--- src/rtl/rams_arb_pkg.sv ---
// Shared types and helpers for the round-robin single-port RAM controller.
package rams_arb_pkg;

    typedef enum logic {
        ST_INIT = 1'b0,
        ST_ARB  = 1'b1
    } state_t;

    // Pointer advance past the granted requester, wrapping at n.
    function automatic int ptr_next(input int idx, input int n);
        return (idx + 1 >= n) ? 0 : idx + 1;
    endfunction

endpackage

--- src/rtl/rams_sp_arb_rr_arbiter.sv ---
// Combinational round-robin pick: first asserted request at or after ptr.
module rr_arbiter #(
    parameter int NREQ = 4,
    parameter int PW   = 2
) (
    input  logic [NREQ-1:0] req,
    input  logic [PW-1:0]   ptr,
    output logic [NREQ-1:0] grant,
    output logic [PW-1:0]   grant_idx,
    output logic            any_grant
);

    int w_pos;

    always_comb begin
        grant     = '0;
        grant_idx = '0;
        any_grant = 1'b0;
        w_pos     = 0;
        for (int k = 0; k < NREQ; k++) begin
            w_pos = int'(ptr) + k;
            if (w_pos >= NREQ) w_pos = w_pos - NREQ;
            for (int i = 0; i < NREQ; i++) begin
                if (!any_grant && req[i] && (i == w_pos)) begin
                    any_grant = 1'b1;
                    grant[i]  = 1'b1;
                    grant_idx = PW'(i);
                end
            end
        end
    end

endmodule

--- src/rtl/rams_sp_arb.sv ---
// Shares one write-first single-port RAM among NREQ requesters, round-robin,
// with an optional zero-fill pass after reset.
module rams_sp_arb
    import rams_arb_pkg::*;
#(
    parameter int NREQ       = 4,
    parameter int AW         = 10,
    parameter int DW         = 16,
    parameter bit INIT_CLEAR = 1'b1
) (
    input  logic               clk,
    input  logic               rst_n,
    input  logic [NREQ-1:0]    req_valid,
    output logic [NREQ-1:0]    req_ready,
    input  logic [NREQ-1:0]    req_we,
    input  logic [NREQ*AW-1:0] req_addr,
    input  logic [NREQ*DW-1:0] req_wdata,
    output logic [NREQ-1:0]    rsp_valid,
    output logic [DW-1:0]      rsp_data,
    output logic               init_done,
    output logic               ram_en,
    output logic               ram_we,
    output logic [AW-1:0]      ram_addr,
    output logic [DW-1:0]      ram_di,
    input  logic [DW-1:0]      ram_dout
);

    localparam int PW = (NREQ > 1) ? $clog2(NREQ) : 1;

    state_t          r_state;
    state_t          w_state_nxt;
    logic [AW-1:0]   r_clr_cnt;
    logic [PW-1:0]   r_ptr;
    logic [NREQ-1:0] r_rsp_valid;

    logic [NREQ-1:0] w_grant;
    logic [PW-1:0]   w_gidx;
    logic            w_any;
    logic            w_gwe;
    logic [AW-1:0]   w_gaddr;
    logic [DW-1:0]   w_gdata;

    rr_arbiter #(.NREQ(NREQ), .PW(PW)) u_arb (
        .req       (req_valid),
        .ptr       (r_ptr),
        .grant     (w_grant),
        .grant_idx (w_gidx),
        .any_grant (w_any)
    );

    // One-hot grant makes an OR-mux sufficient; no grant yields all zeros.
    always_comb begin
        w_gwe   = 1'b0;
        w_gaddr = '0;
        w_gdata = '0;
        for (int i = 0; i < NREQ; i++) begin
            if (w_grant[i]) begin
                w_gwe   = w_gwe   | req_we[i];
                w_gaddr = w_gaddr | req_addr[i*AW +: AW];
                w_gdata = w_gdata | req_wdata[i*DW +: DW];
            end
        end
    end

    // Outputs are gated by rst_n so the RAM and clients see idle during reset.
    always_comb begin
        w_state_nxt = r_state;
        req_ready   = '0;
        ram_en      = 1'b0;
        ram_we      = 1'b0;
        ram_addr    = '0;
        ram_di      = '0;
        if (rst_n) begin
            case (r_state)
                ST_INIT: begin
                    ram_en   = 1'b1;
                    ram_we   = 1'b1;
                    ram_addr = r_clr_cnt;
                    if (r_clr_cnt == {AW{1'b1}}) w_state_nxt = ST_ARB;
                end
                ST_ARB: begin
                    req_ready = w_grant;
                    ram_en    = w_any;
                    ram_we    = w_gwe;
                    ram_addr  = w_gaddr;
                    ram_di    = w_gdata;
                end
                default: w_state_nxt = ST_ARB;
            endcase
        end
    end

    always_ff @(posedge clk or negedge rst_n) begin
        if (!rst_n) begin
            r_state     <= INIT_CLEAR ? ST_INIT : ST_ARB;
            r_clr_cnt   <= '0;
            r_ptr       <= '0;
            r_rsp_valid <= '0;
        end else begin
            r_state <= w_state_nxt;
            if (r_state == ST_INIT) r_clr_cnt <= r_clr_cnt + AW'(1);
            r_rsp_valid <= (r_state == ST_ARB) ? w_grant : '0;
            if ((r_state == ST_ARB) && w_any)
                r_ptr <= PW'(ptr_next(int'(w_gidx), NREQ));
        end
    end

    assign init_done = (r_state == ST_ARB);
    assign rsp_valid = r_rsp_valid;
    assign rsp_data  = ram_dout;

endmodule

--- config.mk ---
export PLATFORM = sky130hd
export DESIGN_NAME = rams_sp_arb
export DESIGN_NICKNAME = d
export VERILOG_FILES = /design/src/rtl/rams_arb_pkg.sv /design/src/rtl/rams_sp_arb_rr_arbiter.sv /design/src/rtl/rams_sp_arb.sv
export SDC_FILE = /design/constraint.sdc
export NUM_CORES = 1
export LEC_CHECK = 0
export CORE_MARGIN = 4
export CORE_UTILIZATION = 32
export CTS_BUF_LIST = sky130_fd_sc_hd__clkbuf_8
export CTS_CLUSTER_DIAMETER = 100
export DETAILED_ROUTE_END_ITERATION = 8
export PLACE_DENSITY = 0.89
export SLEW_MARGIN = 0
export SYNTH_ARGS = -nofsm -noshare
export SYNTH_HDL_FRONTEND = slang
export SYNTH_HIERARCHICAL = 1
export SYNTH_SLANG_ARGS = --single-unit
--- constraint.sdc ---
create_clock -name clk -period 4.1 [get_ports clk]
set_input_delay 1.025 -clock clk [delete_from_list [all_inputs] [get_ports clk]]
set_output_delay 1.025 -clock clk [all_outputs]
set_load 0.02 [all_outputs]
==> results of run 1 <==
[power breakdown]
part           leakage [nW]  switching (mW)  internal, mW  total [mW]
combinational          1.20          0.0615         0.134       0.195
sequential            0.223               0         0.168       0.168
clock                0.0269          0.0526        0.0663       0.119
[cell families after synthesis]
group / synth area share (%)
and+or+nand+nor: 13.36
xor gates and xnor gates: 4.549
muxes: 1.300
buffers and inverters: 13.36
adders and majority gates: 1.444
DFF: 24.55
AOI/OAI and AO/OA: 41.44
[cell usage after synthesis, types with 2 or more instances]
cell type	count
buf_4	17
ha_1	2
nand2b_1	2
buf_2	11
dfrtp_1	17
a21oi_1	20
a31oi_1	11
and2_1	4
mux2_2	2
nor2_1	2
xnor2_1	8
a22oi_1	52
and3_1	7
nand2_1	7
nand3_1	3
nor3_1	2
o21ai_0	13
inv_1	3
clkbuf_1	6
[how the worst min path moves through the flow]
stage | slack (ps) | to | cells after the start
2_1_floorplan | 450 | r_clr_cnt[9] | 1
3_3_place_gp | 480 | r_clr_cnt[8] | 1
3_5_place_dp | 480 | r_clr_cnt[9] | 1
4_1_cts | 490 | r_clr_cnt[9] | 1
5_1_grt | 510 | r_clr_cnt[9] | 1
6_report | 490 | r_clr_cnt[9] | 1
[critical path, stage by stage]
cell	delay, ps
clkdlybuf4s50_1	510
nor2b_4	180
nor3_1	60
o31a_1	340
buf_12	170
buf_12	130
a22oi_1	180
a21oi_1	90
dlygate4sd2_1	330
[cell usage in the layout (no fill, tap or decap), types with 2 or more instances in the layout]
cell / instances
xnor2_1: 8
dfrtp_1: 17
ha_1: 2
nand3_1: 3
nand2b_1: 2
clkbuf_2: 4
and2_1: 4
o21ai_0: 13
buf_4: 20
a21oi_1: 20
dlygate4sd2_1: 24
buf_12: 5
clkbuf_8: 3
and3_1: 7
inv_1: 4
clkdlybuf4s50_1: 120
a31oi_1: 11
nor2_1: 2
mux2_2: 2
a22oi_1: 52
nor3_1: 2
nand2_1: 7
[metal layers]
metal / up-vias / wire length (um)
li1: 1093 / -
met2: 122 / 4099
met3: 8 / 631
met5: - / 0
met1: 1092 / 2761
met4: 0 / 94
[flip-flops by register name (all words and copies together), names as in the netlist]
name and flops:
r_ptr 2, r_clr_cnt 10, init_done 1, rsp_valid 4
[area by class of cell]
| class | count | area (sq um) | area share, % |
|---|---|---|---|
| clock buffer | 3 | 41.29 | 1.232 |
| clock inverter | 1 | 3.754 | 0.1120 |
| inverter | 3 | 11.26 | 0.3361 |
| multi-input combinational | 156 | 1077 | 32.15 |
| sequential | 17 | 425.4 | 12.70 |
| tap | 70 | 87.58 | 2.614 |
| timing repair buffer | 175 | 1704 | 50.86 |
[per-stage QoR]
step / cell area [sq um] / hold slack, ps
2_1_floorplan: 1733 / 453.5
3_3_place_gp: 3352 / 478.6
3_5_place_dp: 3352 / 480.5
4_1_cts: 3361 / 491.3
5_1_grt: 3351 / 514.7
6_report: 3351 / 489.1
==> metrics, run 1 <==
Detailed Place HPWL=6208 um; Die Width=81.59 um; CTS tree=built; setup TNS=0 ps; Clock Path Buffers=2; fin crit period=4041 ps; antenna violations before repair=0; Total Routing Usage GR=21.68%; r2r endpoint=r_ptr[1]; critical path type=in2out; GRT Max-Usage Layer=met2; Via density=5.447; CP required=3070 ps; Port-buffer cells=150; CP Launch Type=primary input; clock sinks=17; Synth Net Count=344; DP Worst Slack=-200.8 ps; io pins=183; final core utilization=64.78%; Setup violations, final=0; worst reg2reg path depth=5; Leak Pwr=1.452 nW; hold_sp=r_clr_cnt[9]; VDD IR max=0.0001131 V; Ant. Diodes=0; CP startpoint=req_valid[2]; crit path capture type=output pin; reg2reg setup slack=2380 ps; RSZ-0062 raised after global routing=false; Setup Skew=0.9177 ps; Num CTS Buffers=3; mean routed wirelength per cell=17.85 um; Final ANT Viol Nets=0; Syn. warnings=6; die area=6657 sq um; sequential area share after synthesis=24.55%; nets@finish=488; Fmax=247.5 MHz; Hold Fails Final Rpt=0; worst-path fanout max=15; Die Y=81.59 um; setup ws final=58.94 ps; synth unique cells=42; clock root buffer=clkbuf_8; fin. max-slew vios=0; PwrDens=143.8 nW/um^2; pin count of the biggest net entering global routing=24; Post-CTS Setup Inserts=0; non-filler cells, final=425; Post-synth EDFFs=0; FF-to-FF Start=r_ptr[1]; share of cells above drive strength 1=12.39%; CTS resizes=29; worst skew pair latency=240 ps; Area growth syn-to-layout=93.36%; fill count=439; hold buffers post-CTS=0; Vias=2315; Data arrival, critical path=3020 ps; Core Region=5172 sq um; M2 GR Usage=42.26%; status=completed; Congestion Overflow GR=0; DRT Wirelength=7586 um; Hold WC Path Type=reg2reg; met3 Use GR=6.250%; met1 Use GR=23.17%; Syn Std Cell Area=1733 sq um; H-tree Lvls=1; DRC Markers=0; asr flop ratio synth=100.0%; Tightest Pin Transition=650.3 ps; period utilisation layout=98.56%; 1st-pass router iterations=5; 1st-iter DRT viols=83; first-pass GRT wire length=11170 um; cell taking the most area after synthesis=dfrtp_1; Synth area leaders=dfrtp_1, a22oi_1, buf_4; Max Cap Violations=0; synthesized instance count=212; syn_area_per_cell=8.174 sq um; worst setup path endpoint=ram_di[13]; Reg clk slew, reported paths=60 ps; Final GP Congestion=0.9625; max_slew headroom=56.65%; vias in the first global route=2311; Tot Pwr=0.4817 mW; Post-synth top flop=dfrtp_1; flops & latches, synth=17; Row Count=26; Yosys top cell area share=24.55%; DP Cell Count=421; Initial Util=33.50%
No activity file was read; power rests on OpenSTA's default activity.
==> run 2: changes to the inputs <==
--- a/config.mk
+++ b/config.mk
@@ -6,13 +6,13 @@
 export NUM_CORES = 1
 export LEC_CHECK = 0
 export CORE_MARGIN = 4
-export CORE_UTILIZATION = 32
+export CORE_UTILIZATION = 35
 export CTS_BUF_LIST = sky130_fd_sc_hd__clkbuf_8
 export CTS_CLUSTER_DIAMETER = 100
 export DETAILED_ROUTE_END_ITERATION = 8
-export PLACE_DENSITY = 0.89
+export GPL_ROUTABILITY_DRIVEN = 0
+export PLACE_DENSITY = 0.9
 export SLEW_MARGIN = 0
 export SYNTH_ARGS = -nofsm -noshare
 export SYNTH_HDL_FRONTEND = slang
-export SYNTH_HIERARCHICAL = 1
 export SYNTH_SLANG_ARGS = --single-unit
==> run 2 against run 1 <==
- sequential cell count did not move
- via count rose by 16%
- critical endpoint is now ram_di[5]
- setup slack got worse by 17 ps
- cell area rose by 7.3%
- critical path depth fell by 1
- synthesized cell count rose by 23%
- fmax fell by 0.42%
- utilization rose by 0.10 points
- global-route usage rose by 1.6 points
- clock-buffer cell count did not move
- clock skew rose by 0.59 ps
==> metrics, run 2 <==
mux cell area share after synthesis=0.5625%; Port-buffer cells=150; syn_area_per_cell=7.700 sq um; critical path type=in2out; Syn. warnings=0; synthesized instance count=260; PwrDens=265.2 nW/um^2; clock sinks=17; Leak Pwr=1.458 nW; non-filler cells, final=469; Post-synth top flop=dfrtp_1; Hold Fails Final Rpt=0; first-pass GRT wire length=13550 um; asr flop ratio synth=100.0%; nets@finish=529; final core utilization=64.88%; Vias=2685; antenna violations before repair=0; DP Cell Count=465; Tot Pwr=0.9533 mW; Hold WC Path Type=reg2reg; Synth Net Count=391; period utilisation layout=98.98%; share of cells above drive strength 1=17.63%; Adder-Cell Fraction of Synth Area=0.6250%; cell taking the most area after synthesis=dfrtp_1; Largest Register=r_clr_cnt; Total Routing Usage GR=23.31%; most common cell after layout, fill and taps aside=clkdlybuf4s50_1; Yosys top cell area share=21.25%; Post-Synth Simple-Gate Area=19.69%; pin count of the biggest net entering global routing=26; most frequent cells in the layout=clkdlybuf4s50_1, nand2_1, buf_4; Die Width=83.63 um; Congestion Overflow GR=0; Ant. Diodes=0; setup ws final=41.84 ps; Post-Synth XOR/XNOR Area=3.937%; largest family of logic cells by synthesized area=compound AO/OA/AOI/OAI gates; Syn Std Cell Area=2002 sq um; vias in the first global route=2695; Num CTS Buffers=3; clock root buffer=clkbuf_8; Setup Skew=1.512 ps; VDD IR max=0.0001319 V; flops & latches, synth=17; synth unique cells=44; hold buffers post-CTS=0; Final ANT Viol Nets=0; Initial Util=36.13%; Synth area leaders=dfrtp_1, a22oi_1, nand2_1; CP Launch Type=primary input; Post-synth EDFFs=0; CTS tree=built; top cells by count, synth=nand2_1, a22oi_1, a31oi_1, nand4_1; Die Y=83.63 um; max reg flops=10; Setup violations, final=0; Tightest Pin Transition=463.2 ps; status=completed; DP Worst Slack=-302.9 ps; fin crit period=4058 ps; DRC Markers=0; CP required=3070 ps; max_slew headroom=69.12%; io pins=183; worst skew pair latency=250 ps; fill count=468; RSZ-0062 raised after global routing=true; DRT Wirelength=8437 um; crit path capture type=output pin; 1st-pass router iterations=5; worst-path fanout max=18; fin. max-slew vios=0; most numerous cell in the Yosys netlist=nand2_1; H-tree Lvls=1; Area growth syn-to-layout=79.56%; die area=6994 sq um; Via density=5.725; Core Region=5540 sq um; Post-CTS Setup Inserts=0; complex-gate fraction of the synthesized area=40.87%; sequential area share after synthesis=21.25%; Row Count=27; Max Cap Violations=0; Data arrival, critical path=3030 ps; Reg clk slew, reported paths=70 ps; mean routed wirelength per cell=17.99 um; Clock Path Buffers=2; 1st-iter DRT viols=145; Detailed Place HPWL=6738 um; Fmax=246.4 MHz
[run 2: layer usage]
layer	global-route usage (%)	wire length [um]	vias up
li1	-	-	1266
met1	26.50	3170	1235
met2	42.59	4304	164
met3	5.726	781	20
met4	7.018	181	0
met5	0	0	-
[run 2: worst paths after layout]
path                               from           end  slack, ps  cells after the start
min in group asynchronous         rst_n  r_clr_cnt[2]       1130                      2
hold / removal             r_clr_cnt[7]  r_clr_cnt[7]        520                      1
setup reg to reg               r_ptr[0]  rsp_valid[3]       2460                      7
setup / recovery           req_valid[1]     ram_di[5]         40                      8
max in group asynchronous         rst_n  rsp_valid[3]       2650                      3
hold reg to reg            r_clr_cnt[7]  r_clr_cnt[7]        520                      1
[run 2: worst max-delay path, stage by stage]
cell,delay (ps)
clkdlybuf4s50_1,460
buf_4,190
a211o_1,310
a31oi_4,230
buf_12,200
a22oi_1,90
a31oi_1,170
dlygate4sd2_1,360
[run 2: layout make-up]
cell class / instances / area (sq um) / area share, %
Clock inverter: 1 / 3.754 / 0.1044
Clock buffer: 3 / 41.29 / 1.149
Multi-Input combinational cell: 195 / 1340 / 37.28
Tap cell: 72 / 90.09 / 2.506
Timing Repair Buffer: 178 / 1683 / 46.82
Sequential cell: 17 / 425.4 / 11.83
Inverter: 3 / 11.26 / 0.3133
[run 2: cells by family (layout without fill, tap and decap cells)]
logic type	count (synthesis)	in the layout
xor+xnor	9	9
fa+ha+maj	1	1
flops	17	17
buf+inv	48	185
compound gates	105	105
mux	1	1
simple gates	79	79
[run 2: per-stage QoR]
step / area [sq um] / setup TNS (ps) / hold WS (ps)
finish: 3595 / 0 / 517.8
global route: 3595 / -45.60 / 557.2
CTS: 3647 / 0 / 517.9
detailed placement: 3637 / -5738 / 508.4
global placement: 3637 / -4518 / 483.9
floorplan: 2002 / 0 / 462.0
[run 2: timing repair]
item	in CTS	in global routing
resized for setup	33	50
pin swaps	0	1
setup endpoints to repair	30	26
[run 2: report_power, final]
part | total (mW) | internal [mW] | switching [mW]
combinational | 0.634 | 0.317 | 0.317
sequential | 0.195 | 0.179 | 0.0162
clock | 0.124 | 0.0664 | 0.0571
total | 0.953 | 0.563 | 0.391
